$ cat src/rtl/axis_stream_join_pkg.sv
// Shared widths, conv tuser bit indices and pointer helper for the stream join.
package axis_stream_join_pkg;

   localparam int unsigned WORD_WIDTH = 8;
   localparam int unsigned UNITS      = 8;
   localparam int unsigned COPIES     = 2;

   localparam int unsigned NUM_S_DEF  = COPIES;
   localparam int unsigned DATA_W_DEF = UNITS * WORD_WIDTH;
   localparam int unsigned USER_W_DEF = 16;

   // Conv-engine tuser bit positions
   localparam int unsigned USER_TOP_BLOCK = 0;
   localparam int unsigned USER_BOT_BLOCK = 1;
   localparam int unsigned USER_COLS_1_K2 = 2;
   localparam int unsigned USER_CIN_LAST  = 3;
   localparam int unsigned USER_W_FIRST   = 4;
   localparam int unsigned USER_COL_VALID = 5;
   localparam int unsigned USER_SUM_START = 6;

   localparam logic [USER_W_DEF-1:0] CONV_GATE_MASK =
      (USER_W_DEF'(1) << USER_TOP_BLOCK) | (USER_W_DEF'(1) << USER_BOT_BLOCK) |
      (USER_W_DEF'(1) << USER_COLS_1_K2) | (USER_W_DEF'(1) << USER_CIN_LAST)  |
      (USER_W_DEF'(1) << USER_W_FIRST)   | (USER_W_DEF'(1) << USER_COL_VALID) |
      (USER_W_DEF'(1) << USER_SUM_START);

   function automatic int unsigned clog2(input int unsigned v);
      int unsigned r;
      r = 0;
      for (int unsigned i = 0; i < 32; i++) begin
         if ((64'd1 << i) < 64'(v)) r = i + 1;
      end
      return r;
   endfunction

endpackage

$ cat src/rtl/axis_join_fifo.sv
// Per-stream decoupling FIFO with a registered ready derived from the next occupancy.
module axis_join_fifo
   import axis_stream_join_pkg::*;
#(
   parameter int unsigned WIDTH = 8,
   parameter int unsigned DEPTH = 4
) (
   input  logic             clk,
   input  logic             rst,
   input  logic             s_valid,
   output logic             s_ready,
   input  logic [WIDTH-1:0] s_payload,
   input  logic             pop,
   output logic [WIDTH-1:0] m_payload,
   output logic             full,
   output logic             empty
);

   localparam int unsigned AW = clog2(DEPTH);
   localparam int unsigned CW = AW + 1;

   logic [WIDTH-1:0] mem [DEPTH];
   logic [AW-1:0]    wr_ptr;
   logic [AW-1:0]    rd_ptr;
   logic [CW-1:0]    count;
   logic [CW-1:0]    count_nxt;
   logic             push;
   logic             pop_ok;

   assign push      = s_valid && s_ready;
   assign pop_ok    = pop && !empty;
   assign full      = (count == CW'(DEPTH));
   assign empty     = (count == '0);
   assign m_payload = mem[rd_ptr];

   always_comb begin
      count_nxt = count;
      if (push && !pop_ok)      count_nxt = count + CW'(1);
      else if (!push && pop_ok) count_nxt = count - CW'(1);
   end

   always_ff @(posedge clk) begin
      if (push) mem[wr_ptr] <= s_payload;
   end

   // Ready looks one cycle behind a pop, so a full FIFO never turns ready combinationally.
   always_ff @(posedge clk or posedge rst) begin
      if (rst) begin
         wr_ptr  <= '0;
         rd_ptr  <= '0;
         count   <= '0;
         s_ready <= 1'b0;
      end else begin
         if (push)   wr_ptr <= wr_ptr + AW'(1);
         if (pop_ok) rd_ptr <= rd_ptr + AW'(1);
         count   <= count_nxt;
         s_ready <= (count_nxt != CW'(DEPTH));
      end
   end

endmodule

$ cat src/rtl/axis_stream_join.sv
// Joins NUM_S AXI-Stream inputs into one registered output beat, all-or-nothing per beat.
module axis_stream_join
   import axis_stream_join_pkg::*;
#(
   parameter int unsigned       NUM_S      = NUM_S_DEF,
   parameter int unsigned       DATA_W     = DATA_W_DEF,
   parameter int unsigned       USER_W     = USER_W_DEF,
   parameter int unsigned       FIFO_DEPTH = 4,
   parameter int unsigned       LAST_SRC   = 1,
   parameter int unsigned       LAST_CHECK = 1,
   parameter logic [USER_W-1:0] GATE_MASK  = '0,
   parameter int unsigned       CNT_W      = 32
) (
   input  logic                      aclk,
   input  logic                      areset,
   input  logic [NUM_S-1:0]          s_valid,
   output logic [NUM_S-1:0]          s_ready,
   input  logic [NUM_S-1:0]          s_last,
   input  logic [NUM_S*DATA_W-1:0]   s_data,
   input  logic [NUM_S*USER_W-1:0]   s_user,
   output logic                      m_valid,
   input  logic                      m_ready,
   output logic                      m_last,
   output logic [NUM_S*DATA_W-1:0]   m_data,
   output logic [NUM_S*USER_W-1:0]   m_user,
   output logic                      err_last_mismatch,
   output logic [CNT_W-1:0]          beat_count
);

   localparam int unsigned PW = 1 + USER_W + DATA_W;

   logic [NUM_S-1:0]        full;
   logic [NUM_S-1:0]        empty;
   logic [NUM_S-1:0]        pop_last;
   logic [NUM_S*DATA_W-1:0] pop_data;
   logic [NUM_S*USER_W-1:0] pop_user;
   logic [NUM_S*USER_W-1:0] m_user_q;
   logic [NUM_S*USER_W-1:0] gate;
   logic                    fire;
   logic                    mismatch;
   logic                    unused_full;

   for (genvar k = 0; k < NUM_S; k++) begin : g_fifo
      logic [PW-1:0] out_w;

      axis_join_fifo #(
         .WIDTH (PW),
         .DEPTH (FIFO_DEPTH)
      ) u_fifo (
         .clk       (aclk),
         .rst       (areset),
         .s_valid   (s_valid[k]),
         .s_ready   (s_ready[k]),
         .s_payload ({s_last[k], s_user[k*USER_W +: USER_W], s_data[k*DATA_W +: DATA_W]}),
         .pop       (fire),
         .m_payload (out_w),
         .full      (full[k]),
         .empty     (empty[k])
      );

      assign pop_last[k]                  = out_w[PW-1];
      assign pop_user[k*USER_W +: USER_W] = out_w[DATA_W +: USER_W];
      assign pop_data[k*DATA_W +: DATA_W] = out_w[DATA_W-1:0];
      assign gate[k*USER_W +: USER_W]     = GATE_MASK;
   end

   assign unused_full = ^full;

   assign fire     = (&(~empty)) && (!m_valid || m_ready);
   assign mismatch = (LAST_CHECK != 0) && (|pop_last) && !(&pop_last);

   // Gated tuser bits only show while the beat is valid.
   assign m_user = m_user_q & ~(gate & {(NUM_S*USER_W){~m_valid}});

   always_ff @(posedge aclk or posedge areset) begin
      if (areset) begin
         m_valid           <= 1'b0;
         m_last            <= 1'b0;
         m_data            <= '0;
         m_user_q          <= '0;
         err_last_mismatch <= 1'b0;
         beat_count        <= '0;
      end else begin
         if (fire) begin
            m_valid  <= 1'b1;
            m_last   <= pop_last[LAST_SRC];
            m_data   <= pop_data;
            m_user_q <= pop_user;
            if (mismatch) err_last_mismatch <= 1'b1;
         end else if (m_valid && m_ready) begin
            m_valid <= 1'b0;
         end
         if (m_valid && m_ready) beat_count <= beat_count + CNT_W'(1);
      end
   end

endmodule

$ cat config.mk
export PLATFORM = sky130hd
export DESIGN_NAME = axis_stream_join
export DESIGN_NICKNAME = d
export VERILOG_FILES = /design/src/rtl/axis_stream_join_pkg.sv /design/src/rtl/axis_join_fifo.sv /design/src/rtl/axis_stream_join.sv
export SDC_FILE = /design/constraint.sdc
export NUM_CORES = 1
export LEC_CHECK = 0
export ABC_AREA = 0
export BUFFER_PORTS_ARGS = -buffer_cell sky130_fd_sc_hd__buf_2
export CORE_MARGIN = 3
export CORE_UTILIZATION = 62
export DETAILED_ROUTE_END_ITERATION = 10
export GPL_ROUTABILITY_DRIVEN = 1
export GPL_TIMING_DRIVEN = 0
export PLACE_DENSITY = 0.84
export SLEW_MARGIN = 40
export SYNTH_ARGS = -nofsm -noshare
export SYNTH_HDL_FRONTEND = slang
export SYNTH_SLANG_ARGS = --single-unit
$ cat constraint.sdc
create_clock -name aclk -period 19.36 [get_ports aclk]
set_input_delay 4.84 -clock aclk [delete_from_list [all_inputs] [get_ports aclk]]
set_output_delay 4.84 -clock aclk [all_outputs]
set_load 0.02 [all_outputs]
# == Word level (Yosys, flattened, before mapping) ==
# Memories as Yosys holds them, arrays and structs flattened.
# Cells that the tools add are included.
# totals
regBits,211
latch_bits,0
mem_bits_rw,648
romBits,0
in_bits,167
out_inout_bits,197
elab_cells,65
n_memories,2
# op_classes
n_addsub,9
n_mul,0
div,0
magnitude_cmp,0
eq_ne,2
n_shift,0
muxes,10
bitwise,1
n_reduce_logical,27
# memory_table
name,words,word_bits,read_ports,rd_ports_with_merged_regs,write_ports,line,rtl
g_fifo[0].u_fifo.mem,4,81,1,0,1,axis_join_fifo.sv:22,logic [WIDTH-1:0] mem [DEPTH];
g_fifo[1].u_fifo.mem,4,81,1,0,1,axis_join_fifo.sv:22,
# ops
op,n
$add 32x1->32 const B,1
$mux 3,4
$logic_and 1x1->1,11
$add 2x1->2 const B,4
$logic_not 1->1,8
$add 3x1->3 const B,2
$logic_not 3->1,2
$mux 1,6
$ne 3x3->1 const B,2
$reduce_and 2->1,3
$sub 3x1->3 const B,2
$not 2->2,1
$reduce_bool 2->1,1
$reduce_or 2->1,1
$logic_or 1x1->1,1

# == Logic depth before layout (Yosys ltp) ==
# Gate-level depths: netlist (run 1).
# depth
depth_word,9
ltp_mapped,9
depth_no_buf,7

# == Hierarchy ==
# A second synthesis (run 1) with hierarchy kept.
# hier_totals
hier_cells,1762
hier_area_um2,32005.7
# by_module_without_submodules
module,n_inst,cells_per_inst,area_per_inst_um2,seq_area_each_um2
axis_join_fifo at g_fifo[0].u_fifo,1,479,12266.8,9929.5
axis_join_fifo at g_fifo[1].u_fifo,1,475,12236.7,9929.5
axis_stream_join,1,808,7502.2,4879.7

# == Worst setup path before layout (run 1) ==
# Ideal clock, no wire load.
# synth_path
path_type,input-to-reg
start,in s_valid[0]
end,"mem g_fifo[0].u_fifo.mem[2][0] (netlist bit), enable pin"
setup_time_ps,449
t_arrival_ps,6781
required_ps,18911
setup_slack_ps,12130
stages,1
path_buffers,0
cell_sequence,and3_1
# synth_via
elab_chain_cells,3
# synth_rtl
element,line,rtl
"start, declared",axis_stream_join.sv:16,"input logic [NUM_S-1:0] s_valid,"
$logic_and 1x1->1,axis_join_fifo.sv:30,assign push = s_valid && s_ready;
$mux 1,axis_join_fifo.sv:43,if (push) mem[wr_ptr] <= s_payload;
$mux 1 (implied by the code),axis_join_fifo.sv:43,
"end, declared",axis_join_fifo.sv:22,
# No other way between the ends.

# == Worst setup path in the final report (run 1) ==
# layout_path
start,in m_ready
end,reg m_data[111]
# layout_via
elab_chain_cells,2
# layout_rtl
element,line,rtl
"start, declared",axis_stream_join.sv:22,"input logic m_ready,"
$logic_or 1x1->1,axis_stream_join.sv:69,assign fire = (&(~empty)) && (!m_valid || m_ready);
$logic_and 1x1->1,axis_stream_join.sv:69,
"end signal, assigned",axis_stream_join.sv:87,m_data <= pop_data;
"end, declared",axis_stream_join.sv:24,"output logic [NUM_S*DATA_W-1:0] m_data,"
# No other way between the ends.
# A chain may end at the register's enable or synchronous reset.

==> metrics.cfg, run 1 <==
[timing]
fin_crit_sh_pct = 33.9
finalClockSkew_ps = 19.3
fin_ws_ps = 12800
setup_viol = 0
fmax_mhz = 153
period_minus_slack_ps = 6560
tns_ps = 0
tightest_slew_ps = 762
hold_violations = 0
rsz0062_at_grt = false
drv_slew = 0
maxSlewHeadroom_pct = 49.2

[floorplan]
die_h_um = 232
fp.dieW_um = 232
initial_core_util_pct = 62.9
die_area_mm2 = 0.0539
io_pins = 364
rows = 82
core_mm2 = 0.0504

[clocking]
h-tree-depth = 3
clkSlewWorstSetupHoldPaths_ps = 60
root_buffer = clkbuf_16
hold_buffers = 0
clk_latency_ps = 620
cts_sinks = 859
cts_tree = built
max-clock-path-buffers = 3
cts_buffers = 83
post_cts_buffers = 0
ctsResizeCount = 0

[grt]
grt-ovfl-total = 0
grt_max_degree = 65
antenna_found_initial = 22
grt_usage_pct = 27.6
grt_first_pass_wirelength_um = 110000
grt_pass1_vias = 18500

[power]
combPwrFrac_pct = 30.8
p_sw_w = 0.00207
leakage_nw = 14.7
p_clk_share_pct = 26.5
seqPwrFrac_pct = 42.7
swShare_pct = 33.2
p_int_w = 0.00416
p_per_area_mw_per_mm2 = 165
ir_drop_uv = 131

[min_path]
worstHoldPathType = flop to flop
holdPathEnd = m_data[127]
min_from = m_data[127]
whs_path_depth = 2

[logic_synthesis]
synthDistinctLibCells = 32
synthTopCellsByArea = edfxtp_1 (61%), dfrtp_1 (17%), mux4_2 (12%), nand2_1 (6.0%), xnor2_1 (0.97%)
synthesis.area_mm2 = 0.0317
synthSimpleGateAreaFrac_pct = 7.18
syn_inst = 1744
synth_top_cell_area_share_pct = 61.4
synth_top_cell_by_area = edfxtp_1
synth_xor_area_share_pct = 1.22
ys_ff_latch = 859
syn_area_per_cell_um2 = 18.2
synth_top_family_by_area = multiplexers
synth_nets = 1926
synth_compound_area_share_pct = 0.197
yosysSeqAreaShare_pct = 78.1
ys.warnings.count = 0
synthAdderAreaFrac_pct = 0.655
muxShareOfSynthArea_pct = 11.5

[layout]
finalInstanceArea_mm2 = 0.0377
register_area_mm2 = 0.0247
syn2layout_area_growth_pct = 18.9
fillerInstances = 2785
nets = 2393
drive_gt1_share_pct = 31.4
multi_input_area_mm2 = 0.00664

[place]
gp_congestion = 0.785
portBuffers = 363
place_hpwl_um = 44500
pre_cts_slack_ps = 12260
dpl_cell_area_mm2 = 0.0348

[critical_path]
worst_r2r_path_depth = 9
critical_path_peak_fanout = 10
timing.rr.start = g_fifo[0].u_fifo.count[0]
cp.required_ps = 19910
timing.rr.end = m_data[111]
cp-end-kind = flop
critPathKind = primary input to flop
r2r_slack_ps = 16560
arrival_ps = 7110
crit_path_start_kind = primary input

[drt]
route.detailed.vias_per_inst = 5.86
routed_wl_um = 72800
first_pass_iters = 5
drc = 0
drtAntennaViolNets = 0
dr_total_vias = 17400
wl_per_cell_um = 24.5
drt_iter0_markers = 1452

[run]
maxCapViolCount = 0

[run_status]
outcome = complete, no violations

## through the flow
| step | instances | total power [W] | utilization (%) | hold slack (ps) |
|---|---|---|---|---|
| 3_3_place_gp | 2779 | 0.00449 | 68.2 | 442 |
| 4_1_cts | 2954 | 0.00628 | 74.7 | 474 |
| 2_1_floorplan | 1744 | 0.00390 | - | 443 |
| 5_1_grt | 2960 | 0.00652 | 74.7 | 484 |
| 6_report | 2966 | 0.00623 | 74.8 | 471 |
| 3_5_place_dp | 2798 | 0.00458 | 69.1 | 457 |
## power groups by stage
| stage | Sequential, W | Combinational (W) | Clock (W) |
|---|---|---|---|
| final | 0.00266 | 0.00192 | 0.00165 |
| after global routing | 0.00269 | 0.00208 | 0.00175 |
| after CTS | 0.00266 | 0.00195 | 0.00167 |
| after detailed placement | 0.00268 | 0.00191 | 0 |
| after global placement | 0.00269 | 0.00180 | 0 |
| after floorplan | 0.00286 | 0.00104 | 0 |
## per-layer routing
layer | up-vias | wire length, um | track usage (%)
li1 | 7471 | - | -
met1 | 8973 | 26100 | 34.7
met2 | 754 | 38000 | 47.1
met3 | 162 | 6460 | 7.72
met4 | 22 | 2100 | 8.97
met5 | - | 134 | 0
## state kept, by name, summed over array words and instances, names as in the netlist
| register | flops |
|---|---|
| beat_count | 32 |
| err_last_mismatch | 1 |
| g_fifo.u_fifo.count | 6 |
| g_fifo.u_fifo.mem | 648 |
| g_fifo.u_fifo.rd_ptr | 4 |
| g_fifo.u_fifo.s_ready | 2 |
| g_fifo.u_fifo.wr_ptr | 4 |
| m_data | 128 |
| m_last | 1 |
| m_user | 32 |
| m_valid | 1 |
## synth_stat cells
library cell / count
nor4bb_1: 1
or3b_1: 2
and4_1: 5
clkbuf_1: 50
a21oi_1: 2
nand2_1: 505
nand3_1: 12
nand2b_1: 4
or4_4: 1
edfxtp_1: 648
nor4_1: 1
o21ai_0: 4
xnor2_1: 35
o22ai_1: 4
and3_1: 10
mux2_2: 1
dfrtp_1: 211
nor2_1: 5
nand4_2: 1
and2_1: 3
buf_2: 23
xor2_1: 9
maj3_1: 2
nor3_1: 3
nand4_1: 9
ha_1: 15
a21o_1: 1
mux4_2: 162
nor4_4: 1
inv_1: 10
buf_1: 2
buf_4: 2
## cell type report
class,instances,share of cell area [%]
Clock inverter,41,1.24
Timing Repair Buffer,382,5.89
Antenna cell,12,0.0797
Inverter,10,0.120
Clock buffer,115,6.26
Multi-Input combinational cell,798,17.6
Buffer,77,0.877
Tap cell,672,2.23
Sequential cell,859,65.7
## cell usage in the layout (no fill, tap or decap), types with 4 or more instances in the layout
cell type and count:
and4_1 5, diode_2 12, o22ai_1 4, nand3_1 12, edfxtp_1 648, buf_12 16, clkinv_2 15, and3_4 8
inv_1 9, buf_2 386, nand4_1 9, dfrtp_1 211, nor2_1 5, clkinv_1 8, clkbuf_16 85, xnor2_1 35
mux4_2 162, clkbuf_1 64, nand2b_1 4, clkbuf_2 4, bufinv_16 9, clkbuf_8 12, o21ai_0 4, xor2_1 9
nand2_1 505, ha_1 15
## kinds of logic (layout without fill, tap and decap cells)
logic type      Yosys count  count (layout)
buf+inv                  87             625
other cells               0              12
simple gates            563             563
fa+ha+maj                17              17
xor+xnor                 44              44
flops                   859             859
mux                     163             163
compound gates           11              11
## worst max-delay path, cell delays in order
cell	delay [ps]
buf_2	130
nand2b_1	210
and3_1	170
clkbuf_1	280
clkbuf_1	620
clkbuf_1	510
nand2_1	210
nand2_1	120
## worst max path at each step
stage / startpoint / endpoint / slack [ps] / cells after the start
final: m_ready / m_data[111] / 12800 / 8
after global routing: m_ready / m_user[30] / 12730 / 8
after CTS: m_ready / m_data[111] / 12780 / 8
after detailed placement: m_ready / m_user[30] / 12260 / 8
after global placement: areset / m_data[113] / 5580 / 2
after floorplan: areset / beat_count[0] / 8750 / 1
(Power assumes the default switching activity.)
==> run 2, diff against run 1 <==
- CORE_UTILIZATION: 62 -> 52
- PLACE_DENSITY: 0.84 -> 0.75
- clock period: 19.36 -> 5.5 ns (I/O delays scaled with it)
==> metrics.cfg, run 2 (synthesized netlist as in run 1, its figures left out) <==
[run_status]
outcome = complete, no violations

[grt]
antenna_found_initial = 28  ; +27%
grt_usage_pct = 21.9  ; -5.7 points
grt_first_pass_wirelength_um = 105000  ; -4.6%
grt_pass1_vias = 17900  ; -3.1%
grt-ovfl-total = 0  ; unchanged
grt_max_degree = 27  ; -58%

[floorplan]
die_area_mm2 = 0.0639  ; +19%
die_h_um = 253  ; +9.0%
fp.dieW_um = 253  ; +9.0%
initial_core_util_pct = 53.1  ; -9.8 points
rows = 89  ; +8.5%
core_mm2 = 0.0597  ; +18%
io_pins = 364  ; unchanged

[clocking]
hold_buffers = 0  ; unchanged
h-tree-depth = 3  ; unchanged
clk_latency_ps = 620  ; about the same
max-clock-path-buffers = 3  ; unchanged
cts_sinks = 859  ; unchanged
clkSlewWorstSetupHoldPaths_ps = 60  ; about the same
cts_tree = built
root_buffer = clkbuf_16
post_cts_buffers = 0  ; unchanged
ctsResizeCount = 0  ; unchanged
cts_buffers = 87  ; +4.8%

[layout]
fin_util_pct = 64.0  ; -11 points
largest_register = g_fifo.u_fifo.mem
drive_gt1_share_pct = 31.8  ; +0.34 points
layout_common_cells = edfxtp_1 (648), nand2_1 (505), buf_2 (386), dfrtp_1 (211), mux4_2 (162)
syn2layout_area_growth_pct = 20.5
nets = 2412  ; +0.79%
largest_reg_flops = 648  ; unchanged
final_common_cell = edfxtp_1
fin_cells = 3093  ; +4.3%
reg.largest.list = g_fifo.u_fifo.mem: 648 flops, m_data: 128 flops
fillerInstances = 4134  ; +48%

[power]
power_w = 0.0219  ; +250%
leakage_nw = 14.9  ; +1.1%
p_per_area_mw_per_mm2 = 573  ; +250%
ir_drop_uv = 399  ; +200%

[drt]
drt_iter0_markers = 1060  ; -27%
drc = 0  ; unchanged
route.detailed.vias_per_inst = 5.45  ; -7.0%
routed_wl_um = 69000  ; -5.2%
first_pass_iters = 5  ; unchanged
dr_total_vias = 16900  ; -3.1%
drtAntennaViolNets = 0  ; unchanged
wl_per_cell_um = 22.3  ; -9.1%

[timing]
fmax_mhz = 333
finalClockSkew_ps = 15.8  ; -3.54 ps
hold_violations = 0  ; unchanged
drv_slew = 0  ; unchanged
rsz0062_at_grt = false
tightest_slew_ps = 749  ; -13.1 ps
maxSlewHeadroom_pct = 50.1  ; +0.88 points
fin_crit_sh_pct = 54.6
setup_viol = 0  ; unchanged
period_minus_slack_ps = 3000

[run]
maxCapViolCount = 0  ; unchanged

[critical_path]
r2r_slack_ps = 2830  ; -13730 ps
crit_path_start_kind = primary input
cp-end-kind = flop
arrival_ps = 3550  ; -3560 ps
critical_path_peak_fanout = 10  ; unchanged
critPathKind = primary input to flop
cp.required_ps = 6040  ; -13870 ps

[place]
gp_congestion = 0.767  ; -2.3%
portBuffers = 363  ; unchanged
dp_cells = 2914  ; +4.1%
place_hpwl_um = 45800  ; +2.9%

[min_path]
worstHoldPathType = flop to flop

-- run 2: cell types whose count changed in the layout (fill, tap and decap cells not counted), moves of 2 or more --
| cell | before | now |
|---|---|---|
| clkinv_2 | 15 | 11 |
| clkbuf_1 | 64 | 69 |
| buf_12 | 16 | 26 |
| buf_16 | 3 | 8 |
| clkbuf_16 | 85 | 88 |
| diode_2 | 12 | 18 |
| clkbuf_2 | 4 | 6 |
| clkbuf_8 | 12 | 10 |
-- run 2: report_power, final --
part           switching (W)  total, W  internal (W)
sequential          0.000625   0.00930       0.00867
combinational        0.00412   0.00672       0.00261
clock                0.00239   0.00586       0.00348
-- run 2: final cells by class --
type	instances	area, um2	area share, %
Inverter	10	41.3	0.108
Antenna cell	18	45.0	0.118
Timing Repair Buffer	397	2560	6.69
Multi-Input combinational cell	798	6640	17.4
Clock inverter	38	449	1.18
Tap cell	773	967	2.53
Sequential cell	859	24700	64.8
Buffer	77	333	0.871
Clock buffer	123	2430	6.37
-- run 2: through the flow --
step / worst slack [ps] / area, um2 / hold WS [ps] / setup TNS [ps]
global route: 2390 / 38200 / 483 / 0
detailed placement: 1840 / 35300 / 455 / 0
CTS: 2460 / 38100 / 471 / 0
global placement: -454 / 34500 / 436 / -91670
finish: 2500 / 38200 / 465 / 0
floorplan: 1380 / 31700 / 443 / 0
-- run 2: path summary, 6_finish.rpt --
check                                          start    endpoint  depth (start not counted)
max                                          m_ready  m_user[24]                          8
min                                       m_data[52]  m_data[52]                          2
max reg2reg                g_fifo[0].u_fifo.count[1]  m_user[24]                          9
min reg2reg                               m_data[52]  m_data[52]                          2
max in group asynchronous                     areset  m_data[14]                          6
min in group asynchronous                     areset  m_user[15]                          2
-- run 2: worst max-delay path, cell delays in order --
cell and delay, ps:
buf_2 140, nand2b_1 230, nand3_1 250, clkbuf_2 460
clkbuf_2 490, buf_2 370, nand2_1 110, nand2_1 90
-- run 2: layer usage --
| layer | global-route usage (%) | vias up | wire, um | part of all wire [%] |
|---|---|---|---|---|
| li1 | - | 7510 | - | - |
| met1 | 27.3 | 8651 | 26200 | 38 |
| met2 | 37.8 | 532 | 35800 | 52 |
| met3 | 6.50 | 131 | 5290 | 7.7 |
| met4 | 6.06 | 26 | 1490 | 2.2 |
| met5 | 0 | - | 177 | 0.26 |
==> run 3, diff against run 2 <==
- CORE_UTILIZATION: 52 -> 58
- PLACE_DENSITY: 0.75 -> 0.79
- clock period: 5.5 -> 2.8 ns (I/O delays scaled with it)
==> metrics.cfg, run 3 (synthesized netlist as in run 1, its figures left out) <==
[layout]
reg.largest.list = g_fifo.u_fifo.mem: 648 flops, m_data: 128 flops
drive_gt1_share_pct = 31.4  ; -0.34 points
largest_reg_flops = 648  ; unchanged
final_common_cell = edfxtp_1
fillerInstances = 3279  ; -21%
largest_register = g_fifo.u_fifo.mem
syn2layout_area_growth_pct = 19.5
nets = 2402  ; -0.41%
layout_common_cells = edfxtp_1 (648), nand2_1 (505), buf_2 (386), dfrtp_1 (211), mux4_2 (162)

[timing]
finalClockSkew_ps = 13.4  ; -2.33 ps
tns_ps = 0  ; unchanged
drv_slew = 0  ; unchanged
fin_ws_ps = 192  ; -2310 ps
maxSlewHeadroom_pct = 46.3  ; -3.7 points
rsz0062_at_grt = true
period_minus_slack_ps = 2610
setup_viol = 0  ; unchanged
fin_crit_sh_pct = 93.2
hold_violations = 0  ; unchanged
fmax_mhz = 383
tightest_slew_ps = 798  ; +48.5 ps

[critical_path]
cp.required_ps = 3340  ; -2700 ps
path_buf_inv = 4  ; unchanged
cp-end-kind = flop
slowest_stage = clkbuf_1
critPathKind = flop to flop
arrival_ps = 3150  ; -400 ps
crit_family = buffers and inverters
path_cells = inv_1 -> ha_1 -> nand2b_1 -> and3_1 -> clkbuf_1 -> clkbuf_2 -> clkbuf_1 -> nand2_1 -> nand2_1
critical_path_peak_fanout = 10  ; unchanged
slowest_delay_ps = 550  ; +60 ps
crit_path_start_kind = flop

[clocking]
root_buffer = clkbuf_16
clk_latency_ps = 610  ; about the same
clkSlewWorstSetupHoldPaths_ps = 60  ; about the same
post_cts_buffers = 0  ; unchanged
h-tree-depth = 3  ; unchanged
max-clock-path-buffers = 3  ; unchanged
hold_buffers = 0  ; unchanged
cts_buffers = 84  ; -3.4%
cts_tree = built
cts_sinks = 859  ; unchanged

[grt]
grt_max_degree = 34  ; +26%
grt_first_pass_wirelength_um = 104000  ; -0.92%
grt_pass1_vias = 17900  ; +0.21%
antenna_found_initial = 18  ; -36%
grt-ovfl-total = 0  ; unchanged
grt_usage_pct = 24.2  ; +2.2 points

[drt]
drt_iter0_markers = 1168  ; +10%
first_pass_iters = 6  ; +1
route.detailed.vias_per_inst = 5.64  ; +3.6%
dr_total_vias = 17000  ; +0.78%
wl_per_cell_um = 22.9  ; +2.5%
drtAntennaViolNets = 0  ; unchanged
routed_wl_um = 68800  ; -0.27%
drc = 0  ; unchanged

[place]
pre_cts_slack_ps = -204  ; -2040 ps
gp_congestion = 0.771  ; +0.47%
place_hpwl_um = 43900  ; -4.0%
portBuffers = 363  ; unchanged

[floorplan]
die_area_mm2 = 0.0575  ; -10%
fp.dieW_um = 240  ; -5.2%
die_h_um = 240  ; -5.2%
initial_core_util_pct = 58.8  ; +5.7 points
core_mm2 = 0.0539  ; -9.7%
io_pins = 364  ; unchanged
rows = 85  ; -4.5%

[power]
leakage_nw = 14.8  ; -0.78%
p_per_area_mw_per_mm2 = 1130  ; +96%
ir_drop_uv = 767  ; +92%

[min_path]
worstHoldPathType = primary input to asynchronous set/reset pin

[run]
maxCapViolCount = 0  ; unchanged

[run_status]
outcome = complete, no violations

-- run 3: cell types whose count changed in the layout (fill, tap and decap cells not counted), moves of 2 or more --
cell,before,now
buf_1,2,4
buf_12,26,20
bufinv_16,8,5
clkbuf_1,69,66
clkbuf_8,10,13
clkinv_2,11,8
clkinvlp_4,4,6
diode_2,18,21
-- run 3: final timing paths --
path | cells after the start | endpoint | startpoint | slack, ps
max in group asynchronous | 7 | m_data[86] | areset | 1390
hold reg to reg | 1 | beat_count[31] | beat_count[31] | 470
hold / removal | 2 | m_user[12] | areset | 120
setup / recovery | 9 | m_data[96] | g_fifo[0].u_fifo.count[0] | 190
min in group aclk | 1 | g_fifo[1].u_fifo.mem[2][62] | s_data[126] | 290
setup reg to reg | 9 | m_data[96] | g_fifo[0].u_fifo.count[0] | 190
-- run 3: repair_timing --
action	CTS	global route
endpoints found under the hold margin	0	0
gates resized for setup	0	6
setup endpoints to repair	0	73
-- run 3: area by class of cell --
type	instances	area, um2	area share (%)
Multi-Input combinational cell	798	6630	17.5
Clock inverter	34	333	0.879
Inverter	10	41.3	0.109
Tap cell	696	871	2.30
Clock buffer	124	2450	6.46
Buffer	77	335	0.886
Antenna cell	21	52.6	0.139
Sequential cell	859	24700	65.3
Timing Repair Buffer	390	2410	6.37
-- run 3: power breakdown --
group / leakage (nW) / internal [W] / switching (W) / total [W]
Combinational: 4.87 / 0.00499 / 0.00809 / 0.0131
Clock: 1.34 / 0.00655 / 0.00470 / 0.0112
Sequential: 8.55 / 0.0170 / 0.00124 / 0.0183
Total: 14.8 / 0.0286 / 0.0140 / 0.0426
-- run 3: routing by layer --
metal  vias to the layer above  routed length, um  track usage, %
li1                       7509                  -               -
met1                      8744              26200            30.6
met2                       593              35000            41.1
met3                       118               5860            6.42
met4                        18               1590            7.97
met5                         -                126               0
-- run 3: per-stage QoR --
step           area (um2)  power [W]  hold WS [ps]  std cells  util [%]
2_1_floorplan       31700     0.0269           443       1744         -
3_3_place_gp        34400     0.0310           442       2803      63.8
3_5_place_dp        35000     0.0317           448       2830      64.9
4_1_cts             37800     0.0430          95.6       2988      70.1
5_1_grt             37800     0.0447           123       2993      70.1
6_report            37900     0.0426           119       3009      70.2
